## src/rtl/sarray_feeder_pkg.sv

```systemverilog
// Shared sizing, FSM encoding and TMMA command layout for the systolic-array operand feeder.
package sarray_feeder_pkg;
   localparam int SARRAY_H             = 4;
   localparam int PE_INPUT_DATA_WIDTH  = 32;
   localparam int TMMA_CNT_WIDTH       = 8;
   localparam int TMMA_PRECISION_WIDTH = 2;
   localparam int OPBUF_ADDR_W         = 10;

   typedef enum logic [1:0] {
      ST_IDLE  = 2'd0,
      ST_ISSUE = 2'd1,
      ST_DRAIN = 2'd2
   } feeder_state_t;

   // Field layout of one TMMA command as presented on the cmd_* inputs.
   typedef struct packed {
      logic [TMMA_CNT_WIDTH-1:0]       k;
      logic [OPBUF_ADDR_W-1:0]         a_base;
      logic [OPBUF_ADDR_W-1:0]         b_base;
      logic                            op_type;
      logic [TMMA_PRECISION_WIDTH-1:0] precision;
      logic                            acc;
   } tmma_cmd_t;
endpackage

```

## src/rtl/sarray_feeder.sv

```systemverilog
// Issues K A/B operand rows per TMMA command; a granted read at t yields valid row at t+1.
// Stalls on rd_gnt_i low (bubble, address held); cmd_ready only in IDLE; done pulses after array drain.
module sarray_feeder
   import sarray_feeder_pkg::*;
#(
   parameter int ROWS      = SARRAY_H,
   parameter int ELEM_W    = PE_INPUT_DATA_WIDTH,
   parameter int CNT_W     = TMMA_CNT_WIDTH,
   parameter int PREC_W    = TMMA_PRECISION_WIDTH,
   parameter int ADDR_W    = OPBUF_ADDR_W,
   parameter int DRAIN_CYC = 2*ROWS+1
) (
   input  logic                   clk,
   input  logic                   rst_n,
   input  logic                   cmd_valid_i,
   output logic                   cmd_ready_o,
   input  logic [CNT_W-1:0]       cmd_k_i,
   input  logic [ADDR_W-1:0]      cmd_a_base_i,
   input  logic [ADDR_W-1:0]      cmd_b_base_i,
   input  logic                   cmd_type_i,
   input  logic [PREC_W-1:0]      cmd_precision_i,
   input  logic                   cmd_acc_i,
   output logic                   rd_en_o,
   input  logic                   rd_gnt_i,
   output logic [ADDR_W-1:0]      a_rd_addr_o,
   output logic [ADDR_W-1:0]      b_rd_addr_o,
   input  logic [ROWS*ELEM_W-1:0] a_rd_data_i,
   input  logic [ROWS*ELEM_W-1:0] b_rd_data_i,
   output logic                   left_valid_o,
   output logic [CNT_W-1:0]       left_cnt_o,
   output logic                   left_type_o,
   output logic [PREC_W-1:0]      left_precision_o,
   output logic                   left_acc_o,
   output logic [ROWS*ELEM_W-1:0] left_data_o,
   output logic                   top_valid_o,
   output logic [CNT_W-1:0]       top_cnt_o,
   output logic [ROWS*ELEM_W-1:0] top_data_o,
   output logic                   busy_o,
   output logic                   done_o
);
   localparam int DW = $clog2(DRAIN_CYC + 1);
   localparam logic [DW-1:0] DRAIN_LAST = DW'(DRAIN_CYC - 1);

   feeder_state_t     state_q, state_d;
   logic [CNT_W-1:0]  idx_q, idx_d;
   logic [DW-1:0]     drain_q, drain_d;
   logic [CNT_W-1:0]  k_q, k_d;
   logic [ADDR_W-1:0] a_base_q, a_base_d;
   logic [ADDR_W-1:0] b_base_q, b_base_d;
   logic              type_q, type_d;
   logic [PREC_W-1:0] prec_q, prec_d;
   logic              acc_q, acc_d;
   logic              vld_q, vld_d;
   logic [CNT_W-1:0]  cnt_q, cnt_d;

   always_ff @(posedge clk or negedge rst_n) begin
      if (!rst_n) begin
         state_q  <= ST_IDLE;
         idx_q    <= '0;
         drain_q  <= '0;
         k_q      <= '0;
         a_base_q <= '0;
         b_base_q <= '0;
         type_q   <= 1'b0;
         prec_q   <= '0;
         acc_q    <= 1'b0;
         vld_q    <= 1'b0;
         cnt_q    <= '0;
      end else begin
         state_q  <= state_d;
         idx_q    <= idx_d;
         drain_q  <= drain_d;
         k_q      <= k_d;
         a_base_q <= a_base_d;
         b_base_q <= b_base_d;
         type_q   <= type_d;
         prec_q   <= prec_d;
         acc_q    <= acc_d;
         vld_q    <= vld_d;
         cnt_q    <= cnt_d;
      end
   end

   always_comb begin
      state_d  = state_q;
      idx_d    = idx_q;
      drain_d  = drain_q;
      k_d      = k_q;
      a_base_d = a_base_q;
      b_base_d = b_base_q;
      type_d   = type_q;
      prec_d   = prec_q;
      acc_d    = acc_q;
      vld_d    = 1'b0;
      cnt_d    = cnt_q;
      rd_en_o  = 1'b0;
      done_o   = 1'b0;
      case (state_q)
         ST_IDLE: begin
            if (cmd_valid_i) begin
               k_d      = cmd_k_i;
               a_base_d = cmd_a_base_i;
               b_base_d = cmd_b_base_i;
               type_d   = cmd_type_i;
               prec_d   = cmd_precision_i;
               acc_d    = cmd_acc_i;
               idx_d    = '0;
               // K=0 skips issue entirely and completes on the following cycle.
               if (cmd_k_i == '0) begin
                  state_d = ST_DRAIN;
                  drain_d = DRAIN_LAST;
               end else begin
                  state_d = ST_ISSUE;
                  drain_d = '0;
               end
            end
         end
         ST_ISSUE: begin
            rd_en_o = 1'b1;
            if (rd_gnt_i) begin
               vld_d = 1'b1;
               cnt_d = idx_q;
               if (idx_q == k_q - CNT_W'(1)) begin
                  state_d = ST_DRAIN;
               end else begin
                  idx_d = idx_q + CNT_W'(1);
               end
            end
         end
         ST_DRAIN: begin
            if (drain_q == DRAIN_LAST) begin
               done_o  = 1'b1;
               state_d = ST_IDLE;
               drain_d = '0;
            end else begin
               drain_d = drain_q + DW'(1);
            end
         end
         default: state_d = ST_IDLE;
      endcase
   end

   assign cmd_ready_o      = (state_q == ST_IDLE);
   assign busy_o           = (state_q != ST_IDLE);
   assign a_rd_addr_o      = a_base_q + ADDR_W'(idx_q);
   assign b_rd_addr_o      = b_base_q + ADDR_W'(idx_q);
   assign left_valid_o     = vld_q;
   assign left_cnt_o       = cnt_q;
   assign left_type_o      = type_q;
   assign left_precision_o = prec_q;
   assign left_acc_o       = acc_q;
   assign left_data_o      = a_rd_data_i;
   assign top_valid_o      = vld_q;
   assign top_cnt_o        = cnt_q;
   assign top_data_o       = b_rd_data_i;
endmodule

```

## config.mk

```make
export PLATFORM = sky130hd
export DESIGN_NAME = sarray_feeder
export DESIGN_NICKNAME = d
export VERILOG_FILES = /design/src/rtl/sarray_feeder_pkg.sv /design/src/rtl/sarray_feeder.sv
export SDC_FILE = /design/constraint.sdc
export NUM_CORES = 1
export LEC_CHECK = 0
export CAP_MARGIN = 10
export CORE_AREA = 5 5 229 231
export CTS_CLUSTER_DIAMETER = 60
export DETAILED_ROUTE_END_ITERATION = 8
export DIE_AREA = 0 0 234 236
export HOLD_SLACK_MARGIN = 0.02
export PLACE_DENSITY = 0.39
export SLEW_MARGIN = 20
export SYNTH_ARGS = -nofsm -noshare
export SYNTH_HDL_FRONTEND = slang
export SYNTH_SLANG_ARGS = --single-unit
```

## constraint.sdc

```tcl
create_clock -name clk -period 7.45 [get_ports clk]
set_input_delay 2.235 -clock clk [delete_from_list [all_inputs] [get_ports clk]]
set_output_delay 2.235 -clock clk [all_outputs]
set_load 0.02 [all_outputs]
```

After elaboration in Yosys (flattened, before gate mapping)
Cells that the tools add are included.
Word-level totals
  flip-flop bits (word level): 55
  latch bits: 0
  bits in writable memories: 0
  ROM bits: 0
  logic and storage cells: 54
  output and inout port bits: 302
  memories kept: 0
Cells by class
  reduce and logical (&&, ||, !) cells: 10
  multiplexer cells: 19
  shift-type cells: 0
  eq/ne operators: 9
  $lt $le $gt $ge: 0
  $mul: 0
  div/mod/pow operators: 0
  bitwise gates (word level): 0
  add/sub/neg operators: 5
Operators with widths (count)
  8-bit two-way mux: 3
  10-bit by 8-bit adder with 10-bit output: 2
  8-bit one-hot mux with 2 select lines: 1
  4-bit two-way mux: 3
  2-bit two-way mux: 5
  2-bit inequality test, second input constant: 5
  8-bit by 1-bit adder with 8-bit output, second input constant: 1
  8-bit equality test: 1
  8-bit zero test: 1
  4-bit one-hot mux with 2 select lines: 1
  4-bit AND reduction: 2
  8-bit by 1-bit subtractor with 8-bit output, second input constant: 1
  2-bit one-hot mux with 3 select lines: 1
  2-bit AND reduction: 3
  2-bit nonzero test: 3
  1-bit two-way mux: 5
  4-bit by 1-bit adder with 4-bit output, second input constant: 1
  4-bit equality test, second input constant: 1
  2-bit by 1-bit equality test with 1-bit output, second input constant: 1
  2-bit equality test, second input constant: 1
  2-bit zero test: 1

Logic depth before layout (Yosys ltp)
  depth in word-level cells: 5
  gate-level depth with buffers: 9

Worst setup path before layout
OpenSTA, ideal clock, no wires.
  kind: in2out
  from: input a_rd_data_i[0]
  to: output left_data_o[0]
  stages: 1
  arrival time: 2.369 ns
  setup slack: 2.846 ns
  cells stage by stage: buf_4
RTL lines
  from (decl): RTL line sarray_feeder.sv:27  | input logic [ROWS*ELEM_W-1:0] a_rd_data_i,
  to (decl): RTL line sarray_feeder.sv:34  | output logic [ROWS*ELEM_W-1:0] left_data_o,
No word-level cell between the ends.

Worst setup path in the final report
  from: register idx_q[0]
  to: output a_rd_addr_o[8]
Between the ends
  longest elaborated chain between the ends: 1
Ends and longest elaborated chain
  from (decl): RTL line sarray_feeder.sv:45  | logic [CNT_W-1:0] idx_q, idx_d;
  from (signal assigned): RTL line sarray_feeder.sv:71  | idx_q <= idx_d;
  10-bit by 8-bit adder with 10-bit output: RTL line sarray_feeder.sv:145  | assign a_rd_addr_o = a_base_q + ADDR_W'(idx_q);
  to (decl): RTL line sarray_feeder.sv:25  | output logic [ADDR_W-1:0] a_rd_addr_o,
No other way between the ends.

==> results.md <==
Worst setup path:
- STA classifies the critical path endpoint as an output pin.
- The startpoint of the worst setup timing path is idx_q[0].
- For the worst setup path, the data required time is 5220 ps.
- On the worst path, the slowest cell contributes a delay of 640 ps.
- The maximum net fanout on the critical path is 8.
- In this run the worst setup path terminates at a_rd_addr_o[8].
- The startpoint identified for the worst register-to-register timing path is k_q[0].
- The endpoint arrival time on the critical path is between 3000 and 4000 ps.
- The slack of the worst reg-to-reg path is roughly 4800 ps.
- Walking the worst path, the cells encountered are ha_1, inv_1, fa_1, nor2b_1, o21ai_0, a21boi_0, o21ai_0, a21oi_1, xor2_1, clkdlybuf4s50_1.
- The cell repeated most along the worst path is o21ai_0.
- The reg-to-reg endpoint is idx_q[1].
- The worst reg2reg path depth is 8.
- The critical path in this run is classified as flip-flop to output pin.
- The slowest library cell on the worst path is clkdlybuf4s50_1.
- STA classifies the critical path startpoint as a flip-flop.

Placed design:
- During placement, the flow inserted port buffers numbering 81.
- The worst slack at placement is between 2000 and 2500 ps.
- The placer's final routability congestion estimate is between 0.7 and 0.8.
- The detailed placer's ending HPWL is 14400 um.

Clocking:
- The clock latency at the later pin of the worst-skew pair is between 300 and 400 ps.
- The buffer levels on the longest clock path is 2.
- The number of cells upsized or downsized after cts is 0.
- The CTS tree is done.
- The CTS sink count is 55.
- The root buffer selected by CTS is clkbuf_16.
- The post-cts hold buffer count is 0.
- After clock tree synthesis, the clock-pin slew on the worst setup and hold paths is 80 ps.
- The post-CTS repair timing setup buffer count is 0.
- The number of H-tree levels is 2.
- The number of clock buffers added by TritonCTS is 5.

Cells and area:
- The multi-input combinational cells in the finished layout cover a total of approximately 1800 um^2.
- The antenna diode instance count is 0.
- Summing all flip-flop and latch instances after layout gives around 1400 um^2.
- The fraction of final layout cells sized beyond drive strength 1 is about 6.5%.
- The filler cell count is approximately 6000.
- Relative to the synthesized area, the layout overhead comes to -4.77%.
- At the end of the flow, the number of nets in the layout was 762.

Logic synthesis:
- The cell area after synthesis is between 5000 and 6000 um^2.
- During synthesis, Yosys emitted a total of 0 warnings.
- For this run, the leading register cell type out of synthesis is dfrtp_1.
- The portion of the post-synthesis area used by sequential elements is 26.0%.
- Counting flops and latches in the post-synthesis netlist gives 55.
- Yosys instantiated no cell more often than buf_4.
- The share of async-settable or async-resettable flops after synthesis is 100%.
- By count the netlist is led by 266 x buf_4, 109 x nand2_1, 55 x dfrtp_1.
- The net count after synthesis is around 950.
- Ranked by total cell area, the synthesized netlist is headed by buf_4 38%, dfrtp_1 26%, nand2_1 7.7%.
- Synthesis produced ~640 cells.
- The area share of the largest cell type after synthesis is 37.7%.
- The synthesized design contains 0 enable-type register cells.
- After synthesis, the mean cell area works out to just over 8 um^2.
- The number of distinct library cells after synthesis is between 50 and 60.
- The library cell with the largest summed area after synthesis is buf_4.

Timing:
- The sum of negative setup slack is 0 ps.
- In the finished design, the share of the clock period the worst path needs comes to about 73%.
- The number of pins with negative max-slew slack in the final report is 0.
- The routed design could run at a clock period as short as between 5000 and 6000 ps.
- Based on the critical path, the design can be clocked at up to around 180 MHz.
- The worst path meets setup with approximately 2000 ps of slack.
- The number of endpoints with negative hold slack in the final report came to 0.
- The actual slew at the worst max-slew pin is between 800 and 900 ps.
- Setup violations remaining at the end of the flow were counted as 0.
- Setup repair after global routing left no endpoint under its margin.
- Headroom to the max-slew limit came out at around two fifths.
- Between clock sinks in the finished design, the worst skew comes to ~3.5 ps.

Die:
- The core box area is 49900 um^2.
- The number of I/O pins is about 600.
- In this run the horizontal extent of the chip is ~230 um.
- The die covers 55200 um^2.
- The total number of placement rows is 82.
- The height of the die is about 240 um.
- For this configuration, the core starts out at a cell density of between 10% and 20%.

Power:
- In this run the power density over the cells is ~390 nW/um^2.
- In this run the static leakage power is approximately 2 nW.
- Across the VDD grid, the largest voltage drop is around 0.00019 V.

Routing:
- In this run the remaining antenna-violating nets after routing total 0.
- Summing over every cut layer, the via total after detailed routing is around 3300.
- After detailed routing, the number of vias per cell comes to around 3.
- The number of DRC violations after detailed routing is 0.
- For this block, the initial DRC count from the detailed router was 137.
- Wires add up to about 18000 um.
- Before antenna repair, the detailed router went through 4 iterations.
- The average wire per cell in the routed design is approximately 16 um.

Global routing:
- The first-pass GRT wire length is about 25000 um.
- The initial antenna violation count was 0.
- In the global route stage, overall resource usage came out at between 6 and 7%.
- The maximum number of pins on one net before global-route repair is between 50 and 60.
- The total overflow left after global routing is 0.
- The via count of the first global-routing pass came to 3484.

Run:
- Across the run, the number of max-cap violations was 0.

Run status:
- The run finished with clean final reports.

Hold path:
- The path class of the lowest-slack min-delay path is flip-flop to flip-flop.
## worst min path at each step
| stage | startpoint | end | slack (ps) | depth (start not counted) |
|---|---|---|---|---|
| after floorplan | a_base_q[0] | a_base_q[0] | 450 | 2 |
| after global placement | left_acc_o | left_acc_o | 460 | 2 |
| after detailed placement | left_acc_o | left_acc_o | 470 | 2 |
| after CTS | left_acc_o | left_acc_o | 490 | 2 |
| after global routing | b_base_q[6] | b_base_q[6] | 510 | 2 |
| final | left_acc_o | left_acc_o | 480 | 2 |
## cell usage in the layout, fill, tap and decap left out, drive strengths merged, types with 2 or more instances in the layout
master / instances
clkdlybuf4s50: 80
a22o: 2
clkbuf: 5
o211ai: 3
a32o: 2
nor3: 9
inv: 18
ha: 20
mux2i: 6
nor2: 12
a211oi: 3
nor4: 3
nand2b: 5
or2: 2
dfrtp: 55
a21oi: 13
xor2: 5
nand2: 109
nand4: 4
xnor2: 19
a21o: 4
fa: 2
a41oi: 2
and2: 3
o21ai: 19
mux2: 7
nand3: 8
nor2b: 7
a21boi: 2
a2111oi: 2
buf: 3
## state kept, by name, summed over array words and instances, names as in the netlist
signal	flops
k_q	8
left_type_o	1
left_cnt_o	8
drain_q	4
left_valid_o	1
left_precision_o	2
left_acc_o	1
idx_q	8
state_q	2
a_base_q	10
b_base_q	10
## per-stage QoR
stage               power (W)  area (um^2)  instances  util (%)  hold WS, ps
CTS                   0.00205         5050       1121      10.1          488
floorplan             0.00145         5300        639         -          450
global placement      0.00176         4900       1113      9.83          463
detailed placement    0.00176         4900       1113      9.83          466
finish                0.00198         5050       1121      10.1          484
global route          0.00216         5050       1121      10.1          510
## cell families after synthesis
kind of cell | after synthesis | share of synthesized area (%)
AOI/OAI and AO/OA | 60 | 7.93
xor gates and xnor gates | 24 | 3.97
adders and majority gates | 22 | 5.48
buffers and inverters | 298 | 40.1
DFF | 55 | 26.0
muxes | 13 | 2.62
and+or+nand+nor | 167 | 13.9
## cell type report
| class | count | share of cell area (%) |
|---|---|---|
| Sequential cell | 55 | 27.3 |
| Clock inverter | 3 | 0.471 |
| Tap cell | 672 | 16.7 |
| Inverter | 17 | 1.26 |
| Clock buffer | 5 | 2.48 |
| Timing Repair Buffer | 83 | 16.3 |
| Multi-Input combinational cell | 286 | 35.6 |
## metal layers
metal,vias up,wire [um],track usage [%]
met3,124,2290,3.62
met5,-,0,0
met4,0,1400,4.31
li1,1415,-,-
met2,269,7500,8.79
met1,1489,7040,7.07
## worst max-delay path: cells and delay by family (launching register included)
kind	cells	cell delay, ps
AND/OR/NAND/NOR	1	110
buffers and inverters	2	700
flip-flops	1	530
XOR/XNOR	1	190
AO/OA/AOI/OAI	4	750
adder cells (fa/ha/maj)	2	640
## power by group
part	total, W	internal [W]	switching, W
Combinational	0.00117	0.000522	0.000650
Sequential	0.000552	0.000412	0.000141
Clock	0.000258	0.000127	0.000130
Total	0.00198	0.00106	0.000921
Note: power is estimated with default switching activity, not from simulation.
